===== src/rtl/led_pkg.sv =====
// Shared constants, state encoding and byte-lane mapping for the LED frame buffer.
package led_pkg;

    localparam int unsigned LED_FB_BYTES = 32;
    localparam int unsigned LED_ADDR_W   = 5;
    localparam int unsigned LED_ROWS     = 8;
    localparam int unsigned LED_DEVS     = 4;

    typedef enum logic [0:0] {
        ST_IDLE,
        ST_CLEAR
    } led_state_e;

    // Byte 0 sits in the top bits so the frame reads MSB-first along the chain.
    function automatic logic [7:0] byte_lsb(input logic [LED_ADDR_W-1:0] addr);
        return 8'd248 - {addr, 3'b000};
    endfunction

endpackage


===== src/rtl/led_framebuf.sv =====
// Double-buffered 256-bit frame store with sequenced clear and atomic commit.
// Define LED_FB_READBACK_EN to add the registered shadow readback port.
module led_framebuf
    import led_pkg::*;
#(
    parameter logic [7:0] BLANK       = 8'h00,
    parameter bit         AUTO_COMMIT = 1'b0
) (
    input  logic                  clk,
    input  logic                  rst_n,
    input  logic                  wr_valid,
    output logic                  wr_ready,
    input  logic [LED_ADDR_W-1:0] wr_addr,
    input  logic [7:0]            wr_data,
    input  logic                  commit,
    input  logic                  clear,
    output logic                  busy,
    output logic [255:0]          fb_out,
    output logic [7:0]            frame_cnt
`ifdef LED_FB_READBACK_EN
    ,
    input  logic [LED_ADDR_W-1:0] rd_addr,
    output logic [7:0]            rd_data
`endif
);

    led_state_e            state_q, state_d;
    logic [LED_ADDR_W-1:0] ptr_q, ptr_d;
    logic [255:0]          shadow_q, shadow_d;
    logic [255:0]          fb_q, fb_d;
    logic                  pending_q, pending_d;
    logic [7:0]            cnt_q, cnt_d;
    logic                  commit_fire;

    always_comb begin
        state_d     = state_q;
        ptr_d       = ptr_q;
        shadow_d    = shadow_q;
        fb_d        = fb_q;
        pending_d   = pending_q;
        cnt_d       = cnt_q;
        commit_fire = 1'b0;
        wr_ready    = 1'b0;
        busy        = 1'b0;

        unique case (state_q)
            ST_IDLE: begin
                wr_ready = 1'b1;
                busy     = pending_q;
                if (clear) begin
                    // Clear wins over a same-cycle write; a same-cycle commit waits for it.
                    state_d   = ST_CLEAR;
                    ptr_d     = '0;
                    pending_d = commit;
                end else begin
                    if (wr_valid) begin
                        shadow_d[byte_lsb(wr_addr) +: 8] = wr_data;
                    end
                    commit_fire = commit | pending_q;
                    pending_d   = 1'b0;
                end
            end
            ST_CLEAR: begin
                busy                           = 1'b1;
                shadow_d[byte_lsb(ptr_q) +: 8] = BLANK;
                ptr_d                          = ptr_q + 5'd1;
                if (commit) begin
                    pending_d = 1'b1;
                end
                if (ptr_q == 5'(LED_FB_BYTES - 1)) begin
                    // Merged pending commit lands with the final blank byte, so the
                    // first IDLE cycle already shows the blank frame.
                    state_d     = ST_IDLE;
                    commit_fire = pending_q | commit | AUTO_COMMIT;
                    pending_d   = 1'b0;
                end
            end
            default: state_d = ST_IDLE;
        endcase

        if (commit_fire) begin
            fb_d  = shadow_d;
            cnt_d = cnt_q + 8'd1;
        end
    end

    always_ff @(posedge clk or negedge rst_n) begin
        if (!rst_n) begin
            state_q   <= ST_IDLE;
            ptr_q     <= '0;
            shadow_q  <= {LED_FB_BYTES{BLANK}};
            fb_q      <= {LED_FB_BYTES{BLANK}};
            pending_q <= 1'b0;
            cnt_q     <= 8'd0;
        end else begin
            state_q   <= state_d;
            ptr_q     <= ptr_d;
            shadow_q  <= shadow_d;
            fb_q      <= fb_d;
            pending_q <= pending_d;
            cnt_q     <= cnt_d;
        end
    end

    assign fb_out    = fb_q;
    assign frame_cnt = cnt_q;

`ifdef LED_FB_READBACK_EN
    logic [7:0] rd_data_q;

    // Reads the pre-write shadow, so a same-cycle write returns the old byte.
    always_ff @(posedge clk or negedge rst_n) begin
        if (!rst_n) begin
            rd_data_q <= 8'h00;
        end else begin
            rd_data_q <= shadow_q[byte_lsb(rd_addr) +: 8];
        end
    end

    assign rd_data = rd_data_q;
`endif

endmodule

===== config.mk =====
export PLATFORM = sky130hd
export DESIGN_NAME = led_framebuf
export DESIGN_NICKNAME = d
export VERILOG_FILES = /design/src/rtl/led_pkg.sv /design/src/rtl/led_framebuf.sv
export SDC_FILE = /design/constraint.sdc
export NUM_CORES = 1
export LEC_CHECK = 0
export ABC_AREA = 0
export BUFFER_PORTS_ARGS = -buffer_cell sky130_fd_sc_hd__buf_2
export CORE_UTILIZATION = 25
export DETAILED_ROUTE_END_ITERATION = 10
export PLACE_DENSITY_LB_ADDON = 0.1
export REMOVE_ABC_BUFFERS = 1
export SLEW_MARGIN = 20
export SYNTH_ARGS = -nofsm -noshare
export SYNTH_HDL_FRONTEND = slang
export SYNTH_SLANG_ARGS = --single-unit

===== constraint.sdc =====
create_clock -name clk -period 3.5 [get_ports clk]
set_input_delay 0.7 -clock clk [delete_from_list [all_inputs] [get_ports clk]]
set_output_delay 0.7 -clock clk [all_outputs]
set_load 0.02 [all_outputs]

**Word level (Yosys, flattened, before mapping)**

Cells that the tools add are included.

- $add $sub $neg: 6
- Equality and inequality tests: 3
- Shift-type cells: 4
- Mux-type cells: 19
- Bitwise operators: 2

Operators with widths:

| operator | count |
|---|---|
| bitwise mux 256 bit | 2 |
| two-way mux 256 bit | 2 |
| case mux 256 bit (2 select lines) | 1 |
| variable shift 8 x 10 -> 256 bit (first input constant) | 2 |
| indexed part select 8 x 10 -> 256 bit | 1 |
| indexed part select 8 x 10 -> 256 bit (first input constant) | 1 |
| negation 8 -> 10 bit | 2 |
| subtractor 8 bit (first input constant) | 2 |
| case mux 5 bit (2 select lines) | 1 |
| adder 8 x 1 -> 8 bit (second input constant) | 1 |
| two-way mux 1 bit | 8 |
| case mux 1 bit (2 select lines) | 4 |
| adder 5 x 1 -> 5 bit (second input constant) | 1 |
| equality test 5 bit (second input constant) | 1 |
| two-way mux 5 bit | 1 |
| != test 3 x 2 -> 1 bit (second input constant) | 1 |
| != test 2 bit (second input constant) | 1 |
| inverter 1 bit | 1 |
| OR 1 bit | 1 |

- Flip-flop bits (word level): 527
- Input bits: 18
- Output and inout port bits: 266
- Logic and storage cells: 40

**Longest topological paths before layout**

- Depth in word-level cells: 7
- Depth in mapped cells: 12
- Mapped depth without buffers: 9

**Least setup slack after synthesis**

OpenSTA, ideal clock, no wires.

- Kind: input -> register
- From: input wr_addr[0]
- To: register fb_q[228] (netlist: fb_out[228])
- Setup time: 125 ps
- Data arrival time: 2945 ps
- Required time: 3375 ps
- Path slack: 430 ps
- Stages: 12
- Buffers on the path: 4
- Cells stage by stage: buf_2 -> buf_2 -> inv_1 -> ha_1 -> clkbuf_1 -> nor2b_1 -> nand3_2 -> or3_1 -> buf_2 -> mux2i_1 -> o2bb2ai_1 -> mux2_2

- Longest elaborated chain between the ends: 7
- Elaborated cells between the ends (all ways): 8
- Those cells by class: 2 x add/sub; 2 x shift; 4 x mux

RTL lines:

| item | RTL line | RTL |
|---|---|---|
| from (decl) | led_framebuf.sv:13 | `input logic [LED_ADDR_W-1:0] wr_addr,` |
| subtractor 8 bit * | led_pkg.sv:16 | `return 8'd248 - {addr, 3'b000};` |
| negation 8 -> 10 bit * | led_framebuf.sv:57 | `shadow_d[byte_lsb(wr_addr) +: 8] = wr_data;` |
| indexed part select 8 x 10 -> 256 bit / variable shift 8 x 10 -> 256 bit (equally long branches) | led_framebuf.sv:57 |  |
| bitwise mux 256 bit * | led_framebuf.sv:57 |  |
| two-way mux 256 bit * | led_framebuf.sv:56 | `if (wr_valid) begin` |
| two-way mux 256 bit * | led_framebuf.sv:50 | `if (clear) begin` |
| case mux 256 bit (2 select lines) * | led_framebuf.sv:46 | `unique case (state_q)` |
| net shadow_d[228] | led_framebuf.sv:29 | `logic [255:0] shadow_q, shadow_d;` |
| to (signal assigned) | led_framebuf.sv:92 | `fb_q <= {LED_FB_BYTES{BLANK}};` |
| to (decl) | led_framebuf.sv:30 | `logic [255:0] fb_q, fb_d;` |

The timed path passes the listed nets; every way through them passes the cells marked *.
A chain may end at the register's enable or synchronous reset.

**Worst setup path after layout**

- From: register ptr_q[0]
- To: register fb_q[92] (netlist: fb_out[92])

- Longest elaborated chain between the ends: 5
- Elaborated cells between the ends (all ways): 9
- Those cells by class: 2 x add/sub; 1 x eq/ne; 2 x shift; 4 x mux

RTL lines:

| item | RTL line | RTL |
|---|---|---|
| from (decl) | led_framebuf.sv:28 | `logic [LED_ADDR_W-1:0] ptr_q, ptr_d;` |
| from (signal assigned) | led_framebuf.sv:97 | `ptr_q <= ptr_d;` |
| subtractor 8 bit * | led_pkg.sv:16 |  |
| negation 8 -> 10 bit * | led_framebuf.sv:65 | `shadow_d[byte_lsb(ptr_q) +: 8] = BLANK;` |
| indexed part select 8 x 10 -> 256 bit / variable shift 8 x 10 -> 256 bit (equally long branches) | led_framebuf.sv:65 |  |
| bitwise mux 256 bit * | led_framebuf.sv:65 |  |
| case mux 256 bit (2 select lines) * | led_framebuf.sv:46 |  |
| net shadow_d[92] | led_framebuf.sv:29 |  |

Marked as above.

==> impl_metrics.tcl <==
set metrics [dict create \
    status "complete, no violations" \
    rr_startpoint "ptr_q[0]" \
    internal-power_mw 12.2 \
    yosys_warnings 0 \
    ys_seq_elements 527 \
    syn_inst 2015 \
    p_switching_mw 6.23 \
    core_area_um2 88400 \
    cts-resized-gates 0 \
    numCtsBuffers 67 \
    combPwrFrac_pct 23.8 \
    r2r_cells 9 \
    crit_arrival_ns 3.75 \
    hold_buffers 0 \
    io_pins 284 \
    skew_ns 0.0232 \
    firstDrtPassIters 5 \
    seq_power_share_pct 39.8 \
    grt_pass1_vias 17300 \
    drive_above_1_share_pct 26.9 \
    end_kind "register" \
    max_freq_mhz 306 \
    crit_type "reg2reg" \
    initial_utilization_pct 25.2 \
    clock_power_share_pct 36.4 \
    wl_mm 80.9 \
    startpoint_type "register" \
    p_leak_nw 13.8 \
    rrSetupSlack_ns 0.23 \
    worst_slew_pin_slew_ns 0.983 \
    rsz0062_at_grt "no" \
    clock_path_buffers 3 \
    via_per_inst 4.69 \
    grt_pass1_wl_mm 120 \
    clk_latency_ns 0.61 \
    ir_drop_mv 0.305 \
    overflow 0 \
    whs_ns 0.0546 \
    hold_viol 0 \
    post-cts-setup-buffer-count 0 \
    seq_area_frac_synth_pct 59.1 \
    clockRootBuffer "clkbuf_16" \
    pwr_density_cell_nw_per_um2 660 \
    place.gp.congestion 0.823 \
    worstPathRequired_ns 3.98 \
    async_reset_ff_share_pct 100 \
    setup_viol 0 \
    yosysUniqueCellTypes 82 \
    switching_share_pct 33.9 \
    maxCapViolCount 0 \
    layout.nets 2393 \
    cts_tree "done" \
    area_delta_synth_final_pct 24.9 \
    portBuffers 283 \
    fp.dieH_um 301 \
    groute.usage.overall_pct 17.9 \
    die-area_um2 90400 \
    slew_headroom_pct 34.1 \
    fin_crit_ns 3.27 \
    ys.flop_type "dfrtp_1" \
    hold_class "in2async" \
    fin_tns_setup_ns 0 \
    grt_antenna_before_repair 7 \
    drtIter0Drc 833 \
    cts_sinks 527 \
    num_vias 16800 \
    slew_viol_final 0 \
    drc 0 \
    synth_edf_count 0 \
    synth.cell_area_um2 22300 \
    place_hpwl_mm 58.0 \
    die_w_um 301 \
    clk_transition_reported_paths_ns 0.06 \
    wl_per_cell_um 22.6 \
    synth_area_per_cell_um2 11.1 \
    crit_fanout 10 \
    grt_max_degree 79 \
    htreeDepth 3 \
    ant_nets 0 \
    row_count 109 \
    post-route-period-util_pct 93.3 \
    r2r-end "fb_out[92]" \
]
==> worst max-delay path by stage <==
stage,start,to,slack [ns]
after global placement,wr_addr[0],fb_out[208],0.04
after detailed placement,wr_addr[0],fb_out[211],0.06
final,ptr_q[0],fb_out[92],0.23
after global routing,ptr_q[0],fb_out[92],0.07
after floorplan,state_q,fb_out[16],-5.87
after CTS,ptr_q[0],fb_out[92],0.20
==> final cells by class <==
cell class	count	area, um2
Fill cell	9185	60500
Sequential cell	527	13200
Multi-Input combinational cell	1345	8500
Timing Repair Buffer	403	2500
Clock buffer	96	1970
Tap cell	1165	1460
Clock inverter	19	164
Inverter	21	78.8
Antenna cell	1	2.50
==> flip-flops by register name, indices dropped and copies added (netlist names) <==
signal     count
fb_out       256
frame_cnt      8
pending_q      1
ptr_q          5
shadow_q     256
state_q        1
==> synth_stat cells, types with 15 or more instances <==
cell / instances / area share, %
nand3_1: 55 / 1.2
and3_1: 35 / 0.98
o31ai_1: 62 / 2.1
a22o_1: 30 / 1.2
mux2i_1: 117 / 5.3
inv_1: 21 / 0.35
o21ai_0: 133 / 3.0
a31oi_1: 24 / 0.67
mux2_2: 94 / 4.7
a21oi_1: 67 / 1.5
nor3_1: 19 / 0.43
dfrtp_1: 527 / 59
clkbuf_1: 76 / 1.3
nor2_1: 241 / 4.1
nand2_1: 256 / 4.3
nor2b_1: 15 / 0.42
buf_2: 31 / 0.70
a32o_1: 18 / 0.81
==> per-layer routing <==
metal | vias to the layer above | global-route usage, % | part of all wire [%]
li1 | 7807 | - | -
met1 | 8510 | 24.0 | 45
met2 | 356 | 29.2 | 47
met3 | 108 | 3.34 | 4.6
met4 | 6 | 5.68 | 2.5
met5 | - | 0 | 0.037
==> logic make-up after synthesis <==
family / after synthesis / share of synthesized area, %
buffers and inverters: 143 / 2.84
adders and majority gates: 10 / 0.561
muxes: 211 / 10.0
xor gates and xnor gates: 14 / 0.634
AOI/OAI and AO/OA: 415 / 12.9
DFF: 527 / 59.1
and+or+nand+nor: 695 / 14.0
==> through the flow <==
stage	util (%)	setup WS (ns)	instance area (um2)	total power [mW]	instances
after global routing	31.5	0.0678	27900	19.4	3576
after floorplan	-	-5.87	21700	9.68	1893
after global placement	29.1	0.0391	25700	11.8	3461
final	31.5	0.234	27900	18.4	3577
after detailed placement	29.1	0.0588	25700	11.9	3461
after CTS	31.5	0.200	27900	18.8	3576
==> placed cells by master (no fill, tap or decap), types with 55 or more instances in the layout <==
master and instances:
nand2_1 256, clkbuf_16 68, mux2_2 94, buf_4 106, nand3_1 55, mux2i_1 117
a21oi_1 67, o31ai_1 62, nor2_1 240, dfrtp_1 526, buf_2 282, o21ai_0 133
==> worst max-delay path: stages, from the launching register on <==
cell and delay [ns]:
dfrtp_1 0.47, ha_1 0.25, and3_1 0.18, ha_1 0.46, inv_1 0.16, a31o_2 0.23
a21oi_1 0.37, a31oi_1 0.39, a22o_1 0.37, mux2_2 0.27
==> power by group through the flow <==
stage / sequential, mW / clock [mW] / combinational, mW
after floorplan: 7.84 / 0 / 1.85
after global placement: 7.42 / 0 / 4.43
after detailed placement: 7.44 / 0 / 4.45
after CTS: 7.34 / 6.97 / 4.46
after global routing: 7.41 / 7.21 / 4.80
final: 7.32 / 6.70 / 4.37
No activity file was read; power rests on OpenSTA's default activity.
